===== src/rtl/clkdiv_ctrl_pkg.sv =====
// Shared constants and types for the two-channel clock-divider controller.
package clkdiv_ctrl_pkg;

    // Default width of every divide-ratio field.
    localparam int DIV_W_DEF = 8;

    // Half-periods (in clkin cycles) loaded at reset; 0 leaves the channel off.
    localparam int DIV1_RST_DEF = 1;
    localparam int DIV2_RST_DEF = 2;

    // Encoding of cfg_sel on the config port.
    typedef enum logic {
        SEL_CH1 = 1'b0,
        SEL_CH2 = 1'b1
    } cfg_sel_e;

endpackage


===== src/rtl/clkdiv_chan.sv =====
// One divided-clock channel: half-period counter, output flop, active and
// pending ratio, and the logic that swaps in a new ratio only on a falling
// boundary so the output never emits a runt high pulse.
module clkdiv_chan #(
    parameter int DIV_W   = 8,
    parameter int RST_DIV = 1
) (
    input  logic             clkin,
    input  logic             reset_n,
    input  logic             load,
    input  logic [DIV_W-1:0] load_div,
    output logic             pending,
    output logic             done,
    output logic             clk_out
);

    logic [DIV_W-1:0] active_d;
    logic [DIV_W-1:0] pend_d;
    logic [DIV_W-1:0] cnt;
    logic             running;
    logic             last;
    logic             apply;

    // Locate the end of the current half-period and decide whether a pending ratio lands this cycle.
    always_comb begin
        running = (active_d != '0);
        last    = running && (cnt == active_d - DIV_W'(1));
        apply   = pending && (!running || (last && clk_out));
    end

    // Counter, output and active ratio; a new ratio restarts the channel low with a cleared counter.
    always_ff @(posedge clkin or negedge reset_n) begin
        if (!reset_n) begin
            active_d <= DIV_W'(RST_DIV);
            cnt      <= '0;
            clk_out  <= 1'b0;
        end else if (apply) begin
            active_d <= pend_d;
            cnt      <= '0;
            clk_out  <= 1'b0;
        end else if (running) begin
            if (last) begin
                cnt     <= '0;
                clk_out <= ~clk_out;
            end else begin
                cnt <= cnt + DIV_W'(1);
            end
        end else begin
            cnt     <= '0;
            clk_out <= 1'b0;
        end
    end

    // Pending-ratio holding register and the one-cycle done pulse following an apply.
    always_ff @(posedge clkin or negedge reset_n) begin
        if (!reset_n) begin
            pending <= 1'b0;
            pend_d  <= '0;
            done    <= 1'b0;
        end else begin
            done <= apply;
            if (apply) begin
                pending <= 1'b0;
            end else if (load) begin
                pending <= 1'b1;
                pend_d  <= load_div;
            end
        end
    end

endmodule


===== src/rtl/clkdiv_ctrl.sv =====
// Two-channel programmable clock divider. Holds only the config decode and
// the ready mux; each channel does its own counting and ratio swapping.
// reset_n is expected to be release-synchronised to clkin upstream.
module clkdiv_ctrl
    import clkdiv_ctrl_pkg::*;
#(
    parameter int DIV_W    = DIV_W_DEF,
    parameter int DIV1_RST = DIV1_RST_DEF,
    parameter int DIV2_RST = DIV2_RST_DEF
) (
    input  logic             clkin,
    input  logic             reset_n,
    input  logic             cfg_valid,
    output logic             cfg_ready,
    input  logic             cfg_sel,
    input  logic [DIV_W-1:0] cfg_div,
    output logic [1:0]       cfg_done,
    output logic             clkout1,
    output logic             clkout2
);

    logic [1:0] pend;
    logic [1:0] load;

    // A channel can take a new ratio only when nothing is already waiting for it; route the handshake to the selected channel.
    always_comb begin
        cfg_ready = ~pend[cfg_sel];
        load[0]   = cfg_valid && cfg_ready && (cfg_sel == SEL_CH1);
        load[1]   = cfg_valid && cfg_ready && (cfg_sel == SEL_CH2);
    end

    clkdiv_chan #(
        .DIV_W   (DIV_W),
        .RST_DIV (DIV1_RST)
    ) u_chan1 (
        .clkin    (clkin),
        .reset_n  (reset_n),
        .load     (load[0]),
        .load_div (cfg_div),
        .pending  (pend[0]),
        .done     (cfg_done[0]),
        .clk_out  (clkout1)
    );

    clkdiv_chan #(
        .DIV_W   (DIV_W),
        .RST_DIV (DIV2_RST)
    ) u_chan2 (
        .clkin    (clkin),
        .reset_n  (reset_n),
        .load     (load[1]),
        .load_div (cfg_div),
        .pending  (pend[1]),
        .done     (cfg_done[1]),
        .clk_out  (clkout2)
    );

endmodule


===== config.mk =====
export PLATFORM = sky130hd
export DESIGN_NAME = clkdiv_ctrl
export DESIGN_NICKNAME = d
export VERILOG_FILES = /design/src/rtl/clkdiv_ctrl_pkg.sv /design/src/rtl/clkdiv_chan.sv /design/src/rtl/clkdiv_ctrl.sv
export SDC_FILE = /design/constraint.sdc
export NUM_CORES = 1
export LEC_CHECK = 0
export CORE_ASPECT_RATIO = 0.5
export CORE_MARGIN = 2
export CORE_UTILIZATION = 30
export CTS_CLUSTER_DIAMETER = 120
export CTS_CLUSTER_SIZE = 8
export DETAILED_ROUTE_END_ITERATION = 10
export SKIP_CTS_REPAIR_TIMING = 1
export SYNTH_ARGS = -nofsm -noshare
export SYNTH_HDL_FRONTEND = slang
export SYNTH_HIERARCHICAL = 1
export SYNTH_SLANG_ARGS = --single-unit

===== constraint.sdc =====
create_clock -name clkin -period 3.1 [get_ports clkin]
set_input_delay 0.775 -clock clkin [delete_from_list [all_inputs] [get_ports clkin]]
set_output_delay 0.775 -clock clkin [all_outputs]
set_load 0.01 [all_outputs]

; ---- Word-level counts from Yosys, hierarchy flattened
; Index checks and enable logic that the tools add are counted.
[totals]
n_memories = 0
out_inout_bits = 5
romBits = 0
reg_bits = 54
wordCells = 64
inputBits = 12
latchBits = 0
ram_bits = 0
[classes]
bitwise = 6
reduce_logical = 19
mul = 0
muxes = 18
div_mod_pow = 0
n_shift = 0
addsub = 4
order_cmp = 1
eq_ne = 4
[ops]
columns = cell, n
row1 = two-way mux 8 bit, 6
row2 = "adder 8 x 1 -> 8 bit, second input constant", 2
row3 = == test 8 bit, 2
row4 = nonzero test 8 bit, 2
row5 = "subtractor 8 x 1 -> 8 bit, second input constant", 2
row6 = two-way mux 1 bit, 12
row7 = logical AND 1 bit, 9
row8 = "inequality test 3 bit, second input constant", 2
row9 = inverter 1 bit, 6
row10 = AND reduction 2 bit, 2
row11 = nonzero test 2 bit, 2
row12 = zero test 1 bit, 2
row13 = logical OR 1 bit, 2
row14 = "less-than comparator 1 x 2 -> 1 bit, second input constant", 1

; ---- Depth between registers and ports, before layout
; Gate-level depths: netlist (run 1).
[logic_depth]
word_depth = 8
ltp_mapped = 8
mapped_depth_nobuf = 7

; ---- Modules after synthesis
; The synthesis (run 1) kept the hierarchy.
[modules_own_cells]
columns = module, seq_area_each_um2, instances, area_each_um2, cells_per_inst
row1 = clkdiv_chan, 676.9, 2, 1457.6, 146
row2 = clkdiv_ctrl, 0.0, 1, 26.3, 3

; ---- Worst setup path after synthesis (run 1)
; OpenSTA, ideal clock, no wires.
[synth_timing]
path_kind = register -> register
start = register u_chan1.active_d[0]
end = register u_chan1.active_d[2]
synth_period_minus_slack_ps = 2449
arrival_ps = 2310
path_buffers = 1
setup_time_ps = 138
required_time_ps = 2962
stages_incl_launch_ff = 9
path_slack_ps = 651
path_cell_list = dfstp_2 > inv_1 > ha_1 > nor3b_1 > and3_1 > nor3_1 > o31ai_4 > buf_2 > o2bb2ai_1
[synth_between]
elab_chain_cells = 6
word_cells_on_any_way = 8
classes_between = add/sub: 1 / eq/ne: 1 / reduce/logical: 6
[synth_rtl]
columns = element, line
row1 = start: declaration, clkdiv_chan.sv:17  ; logic [DIV_W-1:0] active_d;
row2 = start signal: assignment, clkdiv_chan.sv:34  ; active_d <= DIV_W'(RST_DIV);
row3 = start signal: assignment, clkdiv_chan.sv:38  ; active_d <= pend_d;
row4 = subtractor 8 x 1 -> 8 bit, clkdiv_chan.sv:27  ; last = running && (cnt == active_d - DIV_W'(1));
row5 = == test 8 bit, clkdiv_chan.sv:27
row6 = logical AND 1 bit, clkdiv_chan.sv:27
row7 = logical AND 1 bit, clkdiv_chan.sv:28  ; apply = pending && (!running || (last && clk_out));
row8 = logical OR 1 bit (*), clkdiv_chan.sv:28
row9 = logical AND 1 bit (*), clkdiv_chan.sv:28
; Mark *: on every way between the ends. The rest lies on a longest branch, timed or not.
; A chain may end at the register's enable or synchronous reset.

; ---- Worst setup path after layout (run 1)
[layout_timing]
start = input cfg_sel
end = output cfg_ready
[layout_between]
elab_chain_cells = 3
[layout_rtl]
columns = element, line
row1 = start: declaration, clkdiv_ctrl.sv:15  ; input logic cfg_sel,
row2 = two-way mux 1 bit (not written as such) (2 in a row), clkdiv_ctrl.sv:27  ; cfg_ready = ~pend[cfg_sel];
row3 = inverter 1 bit, clkdiv_ctrl.sv:27
row4 = end: declaration, clkdiv_ctrl.sv:14  ; output logic cfg_ready,
; No other way between the ends. The select of a mux whose other input is x is not followed.

==> results of run 1 <==
area by class of cell:
type,count,area (sq um),share of cell area (%)
multi-input cells,215,1490,42.5
flip-flops and latches,54,1350,38.8
repair buffers,27,250,7.17
well taps,135,169,4.84
clock buffers,5,125,3.58
inverters,18,67.6,1.94
clock inverters,3,40.0,1.15
worst max-delay path, cell delays in order:
cell,delay (ns)
clkdlybuf4s50_1,0.51
mux2i_1,0.19
clkdlybuf4s50_1,0.55
per-stage QoR:
| step | setup WS (ns) | hold WS, ns | total power (W) |
|---|---|---|---|
| after global placement | 0.302 | 0.483 | 0.00293 |
| final | 0.309 | 0.336 | 0.00358 |
| after floorplan | 0.651 | 0.455 | 0.00249 |
| after detailed placement | 0.294 | 0.482 | 0.00295 |
| after global routing | 0.242 | 0.343 | 0.00389 |
| after CTS | 0.296 | 0.337 | 0.00361 |
cell usage in the layout (no fill, tap or decap), drive strengths merged, types with 2 or more instances in the layout:
cell / netlist / final
and4bb: 2 / 2
clkdlybuf4s50: 0 / 15
a22o: 4 / 4
o21a: 2 / 2
nand2: 38 / 38
buf: 6 / 12
nand2b: 2 / 2
and4b: 2 / 2
and3: 6 / 6
nand3: 14 / 14
o31ai: 10 / 10
mux2: 4 / 4
o31a: 2 / 2
clkinv: 0 / 2
nor3b: 5 / 5
nor4: 4 / 4
xnor2: 10 / 10
xor2: 18 / 18
a21o: 2 / 2
nor2: 6 / 6
a21oi: 4 / 4
o2bb2ai: 8 / 8
a211oi: 2 / 2
o311ai: 2 / 2
dfrtp: 52 / 52
nor3: 26 / 26
dfstp: 2 / 2
nor4b: 2 / 2
o22ai: 16 / 16
or4: 6 / 6
ha: 6 / 6
o21ai: 2 / 2
nor2b: 2 / 2
nand3b: 2 / 2
clkbuf: 2 / 5
inv: 18 / 18
nand4b: 2 / 2
or3: 2 / 2
registers in the layout, summed over array words and instances (netlist names):
name,flops
u_chan1/pending,1
u_chan1/cnt,8
u_chan2/pending,1
u_chan2/active_d,8
u_chan2/done,1
u_chan1/clk_out,1
u_chan1/pend_d,8
u_chan2/pend_d,8
u_chan2/cnt,8
u_chan1/done,1
u_chan1/active_d,8
u_chan2/clk_out,1
cells in the mapped netlist (4+ instances only):
cell	number
and3_1	6
a22o_1	4
o2bb2ai_1	8
nor3b_1	5
a21oi_1	4
inv_1	18
buf_2	4
o31ai_1	6
ha_1	6
nand2_1	38
o22ai_1	16
nand3_1	14
xnor2_1	10
nor4_1	4
or4_1	4
mux2_2	4
nor3_1	24
xor2_1	18
nor2_1	6
dfrtp_1	52
routing by layer:
metal	vias to the layer above	wire [um]	track usage [%]
met5	-	0	0
met1	1047	3040	16.6
met4	0	75	3.92
li1	1125	-	-
met3	8	142	2.90
met2	15	2910	21.1
logic make-up after synthesis:
family	after synthesis
AO/OA/AOI/OAI	54
XOR/XNOR	28
adder cells (fa/ha/maj)	6
buffers and inverters	26
flip-flops	54
multiplexers	5
AND/OR/NAND/NOR	122
power by group through the flow:
stage / registers [W] / logic [W] / clock network, W
6_report: 0.00141 / 0.00153 / 0.000636
5_1_grt: 0.00148 / 0.00173 / 0.000675
4_1_cts: 0.00141 / 0.00155 / 0.000653
3_3_place_gp: 0.00142 / 0.00151 / 0
2_1_floorplan: 0.00129 / 0.00119 / 0
3_5_place_dp: 0.00142 / 0.00153 / 0
how the worst max path moves through the flow:
stage                        start             endpoint  slack, ns  cells after the start
3_3_place_gp               cfg_sel            cfg_ready       0.30                      3
4_1_cts                    cfg_sel            cfg_ready       0.30                      3
6_report                   cfg_sel            cfg_ready       0.31                      3
3_5_place_dp               cfg_sel            cfg_ready       0.29                      3
5_1_grt                    cfg_sel            cfg_ready       0.24                      3
2_1_floorplan  u_chan1/active_d[0]  u_chan1/active_d[2]       0.65                      8
==> out/metrics.yaml, run 1 <==
worst_setup_path:
  timing.rr.end: "u_chan2/active_d[1]"
  cp-end-kind: "output port"
  cp.required_ns: 2.32
  path_max_fanout: 3
  crit_path_start_kind: "input port"
  crit_type: "in2out"
  r2r-start: "u_chan2/active_d[0]"
  cp.arrival_ns: 2.02
  rrSetupSlack_ns: 0.48
  ff2ff_path_depth: 8
floorplanning:
  die_w_um: 144
  die_area_sq_um: 10700
  dieHeight_um: 74.0
  rows: 25
  start_util_pct: 31.0
  io_pins: 17
  core_sq_um: 9480
yosys:
  syn_area_sq_um: 2940
  avgSynthCellArea_sq_um: 9.97
  yosys.area_share.simple_pct: 23.2
  synth.area.mux_share_pct: 1.87
  synth.distinct_cells: 43
  yosys_warnings: 6
  synth_compound_area_share_pct: 14.5
  synth_xor_area_share_pct: 8.34
  synth_edf_count: 0
  synthFlopType: "dfrtp_1"
  synthAdderAreaFrac_pct: 2.55
  async_flop_share_pct: 100
  yosys.area.top_type: "dfrtp_1"
  synth_area_leaders: "dfrtp_1, xor2_1, nand2_1"
  netlist_instances: 295
  ys_seq_area_share_pct: 46.0
  netlist.area_leader.share_pct: 44.2
  synth_fp_nets: 313
  synth_top_family_by_area: "simple AND/OR/NAND/NOR gates"
  ys_ff_latch: 54
final_layout:
  postLayoutCellArea_sq_um: 3490
  finalNetCount: 339
  fillerInstances: 954
  syn2layout_area_growth_pct: 18.7
  drive_above_1_share_pct: 11.8
  stdcell_count: 457
  final_util_pct: 36.8
  diodes: 0
global_route:
  antenna_found_initial: 0
  grt_max_degree: 46
  grtUsageTotal_pct: 12.6
  first_global_vias: 2198
  grt.overflow.total: 0
  grt_pass1_wl_mm: 10.7
sta:
  drv_slew: 0
  fin_crit_ns: 2.79
  fmax_ghz: 0.358
  slew_headroom_pct: 64.8
  hold_viol: 0
  worst_pin_slew_ns: 0.526
  finalSetupTns_ns: 0
  setup_violations: 0
  rsz0062_at_grt: "false"
  period_share_pct: 90.0
  fin_worst_skew_ns: 0.0119
placement:
  place_inst: 449
  numPortBuffers: 16
  dp_hpwl_mm: 4.39
  post_dp_cell_area_sq_um: 3330
  routabilityCongestion: 0.784
status:
  status: "completed"
drt:
  drt_iter0_markers: 143
  detail-route-antenna-nets: 0
  vias_per_cell: 4.80
  avgRoutedWirePerCell_um: 13.5
  route.detailed.drc: 0
  firstDrtPassIters: 4
  wirelength_mm: 6.16
  vias: 2195
power_and_ir_drop:
  p_leak_nw: 1.45
  internal_power_w: 0.00212
  seqPwrFrac_pct: 39.4
  p_sw_w: 0.00146
  pwr-share-comb_pct: 42.8
  max-vdd-ir-drop_uv: 253
  clkPwrFrac_pct: 17.8
  swShare_pct: 40.9
  power_density_nw_per_um2: 1030
clocking:
  cts_made_buffers: 5
  cts_tree: "done"
  cts-root-buf: "clkbuf_16"
  cts.clk_slew.worst_paths_ns: 0.07
  cts-htree-levels: 2
  clk_path_buf_depth: 2
  clock-sinks: 54
  clk_latency_ns: 0.30
min_path:
  holdCritPathClass: "in2async"
job:
  maxCapViolations: 0
No activity file was read; power rests on OpenSTA's default activity.
==> run 2, diff against run 1 <==
CAP_MARGIN = 30   (was unset)
CORE_ASPECT_RATIO = unset   (was 0.5)
RECOVER_POWER = 25   (was unset)
==> run 2 against run 1 <==
Count of clock-buffer cells in the layout rose by 1. Global-route usage rose by 0.21 points. Sequential power barely moved. Clock power fell by 25%. Power fell by 5.2%. Clock skew fell by 0.0033 ns. Combinational power barely moved. Core utilization fell by 1.4 points. Design area fell by 2.3%. Worst hold slack improved by 0.16 ns. Maximum frequency fell by 1.1%. First-iteration DRC count fell by 17%. Largest power group unchanged.
==> out/metrics.yaml, run 2 (synthesis gave the netlist of run 1 again) <==
drt:
  drt_iter0_markers: 119  # -17%
  avgRoutedWirePerCell_um: 13.8  # +2.3%
  vias: 2251  # +2.6%
  detail-route-antenna-nets: 0  # unchanged
  vias_per_cell: 4.96  # +3.2%
  firstDrtPassIters: 4  # unchanged
  wirelength_mm: 6.27  # +1.7%
  route.detailed.drc: 0  # unchanged
global_route:
  antenna_found_initial: 0  # unchanged
  first_global_vias: 2168  # -1.4%
  grt_pass1_wl_mm: 10.6  # -0.90%
  grt_max_degree: 55  # +20%
  grtUsageTotal_pct: 12.8  # +0.21 points
  grt.overflow.total: 0  # unchanged
power_and_ir_drop:
  max-vdd-ir-drop_uv: 215  # -15%
  power_density_nw_per_um2: 995  # -3.0%
  internal_power_w: 0.00196  # -7.5%
  total_power_w: 0.00339  # -5.2%
  p_sw_w: 0.00143  # -1.9%
  swShare_pct: 42.3  # +1.4 points
  clkPwrFrac_pct: 14.1  # -3.7 points
  p_leak_nw: 1.41  # -2.9%
  seqPwrFrac_pct: 41.4  # +2.0 points
  pwr-share-comb_pct: 44.4  # +1.6 points
floorplanning:
  die_w_um: 103  # -28%
  io_pins: 17  # unchanged
  start_util_pct: 30.5  # -0.52 points
  die_area_sq_um: 10600  # -0.45%
  rows: 36  # +44%
  dieHeight_um: 103  # +39%
  core_sq_um: 9640  # +1.7%
final_layout:
  syn2layout_area_growth_pct: 16.0
  drive_above_1_share_pct: 11.2  # -0.59 points
  finalNetCount: 338  # -0.29%
  layout_commonest_cell: "dfrtp_1"
  fillerInstances: 994  # +4.2%
  regArea_sq_um: 1350  # unchanged
  final_cell_mix: "dfrtp_1, nand2_1, nor3_1, inv_1, xor2_1"
  diodes: 0  # unchanged
  multi_input_area_sq_um: 1490  # unchanged
  final_util_pct: 35.4  # -1.4 points
worst_setup_path:
  path_delay_family: "buffers and inverters"
  cp.required_ns: 2.32  # about the same
  crit_chain: "clkdlybuf4s50_1 -> mux2i_1 -> clkdlybuf4s50_1"
  max_stage_delay_ns: 0.55  # about the same
  critPathLaunch: "cfg_sel"
  setup.worst_path.end: "cfg_ready"
  critical-path-slowest-cell: "clkdlybuf4s50_1"
  r2r-start: "u_chan2/active_d[0]"
  crit_type: "in2out"
  path_max_fanout: 3  # unchanged
  rrSetupSlack_ns: 0.47  # about the same
  cp.arrival_ns: 2.05  # +0.03 ns
  timing.rr.end: "u_chan2/active_d[0]"
  ff2ff_path_depth: 8  # unchanged
  cp-end-kind: "output port"
  cp_common_cell: "clkdlybuf4s50_1"
  crit_path_start_kind: "input port"
  cp_num_buf_inv: 2  # unchanged
  path_depth: 3  # unchanged
sta:
  finalSetupTns_ns: 0  # unchanged
  worst_pin_slew_ns: 1.31  # +0.785 ns
  drv_slew: 0  # unchanged
  setup_ws_ns: 0.279  # -0.0298 ns
  fin_crit_ns: 2.82  # +0.0298 ns
  rsz0062_at_grt: "false"
  fmax_ghz: 0.355  # -1.1%
  hold_viol: 0  # unchanged
  slew_headroom_pct: 12.6  # -52 points
  setup_violations: 0  # unchanged
  period_share_pct: 91.0  # +0.96 points
  fin_worst_skew_ns: 0.00857  # -0.00329 ns
clocking:
  cts-htree-levels: 2  # unchanged
  cts_made_buffers: 5  # unchanged
  cts_tree: "done"
  clk_latency_ns: 0.32  # +0.02 ns
  clock-sinks: 54  # unchanged
  clk_path_buf_depth: 2  # unchanged
  cts-root-buf: "clkbuf_8"
  cts.clk_slew.worst_paths_ns: 0.10  # +0.03 ns
status:
  status: "completed"
placement:
  dp_hpwl_mm: 4.56  # +4.1%
  routabilityCongestion: 0.828  # +5.6%
  preCtsSetupSlack_ns: 0.272  # -0.0222 ns
  numPortBuffers: 16  # unchanged
min_path:
  holdCritPathClass: "reg2reg"
job:
  maxCapViolations: 0  # unchanged
==> run 2: changes by cell type in the layout (fill, tap and decap cells not counted), sizes merged <==
cell      change
clkinv        -2
clkinvlp      +1
clkbuf        +2
buf           -2
==> run 2: worst min-delay path by stage <==
| stage | slack (ns) | endpoint | cells after the start | start |
|---|---|---|---|---|
| after floorplan | 0.45 | u_chan1/active_d[2] | 1 | u_chan1/pend_d[2] |
| after global placement | 0.48 | u_chan1/active_d[4] | 1 | u_chan1/pend_d[4] |
| after detailed placement | 0.47 | u_chan2/active_d[5] | 1 | u_chan2/pend_d[5] |
| after CTS | 0.49 | u_chan1/active_d[5] | 1 | u_chan1/pend_d[5] |
| after global routing | 0.51 | u_chan1/active_d[5] | 1 | u_chan1/pend_d[5] |
| final | 0.49 | u_chan1/active_d[5] | 1 | u_chan1/pend_d[5] |
==> run 2: final cells by class <==
cell class	count	area share [%]
clock inverters	2	1.10
inverters	18	1.98
repair buffers	26	6.68
multi-input cells	215	43.5
well taps	133	4.88
flip-flops and latches	54	39.7
clock buffers	6	2.13
==> run 2: routing by layer <==
metal	wire [um]	track usage [%]	part of all wire, %
met5	0	0	0
met3	178	2.44	2.8
met1	3220	18.0	51
met4	116	5.36	1.9
met2	2750	19.4	44
==> run 2: worst register-to-register path, delay by kind of cell, from the launching register on <==
kind	cells	cell delay, ns
mux	1	0.35
simple gates	2	0.67
buf+inv	2	0.36
flops	1	0.44
compound gates	2	0.50
fa+ha+maj	1	0.21
==> run 2: per-stage QoR <==
step                instances  instance area, sq um  hold WS (ns)
floorplan                 295                  2940         0.455
CTS                       454                  3410         0.493
global placement          446                  3300         0.476
detailed placement        446                  3300         0.473
finish                    454                  3410         0.492
global route              454                  3410         0.512
==> run 2: power by group through the flow <==
stage                     clock [W]  sequential [W]  combinational (W)
after floorplan                   0         0.00129            0.00119
after global placement            0         0.00141            0.00146
after detailed placement          0         0.00142            0.00151
after CTS                  0.000498         0.00140            0.00151
after global routing       0.000523         0.00147            0.00172
final                      0.000480         0.00141            0.00151
==> run 3, diff against run 2 <==
HOLD_SLACK_MARGIN = 0.08   (was unset)
==> results of run 3 <==
Final layout, timing and power as in run 2 (identical DEF).
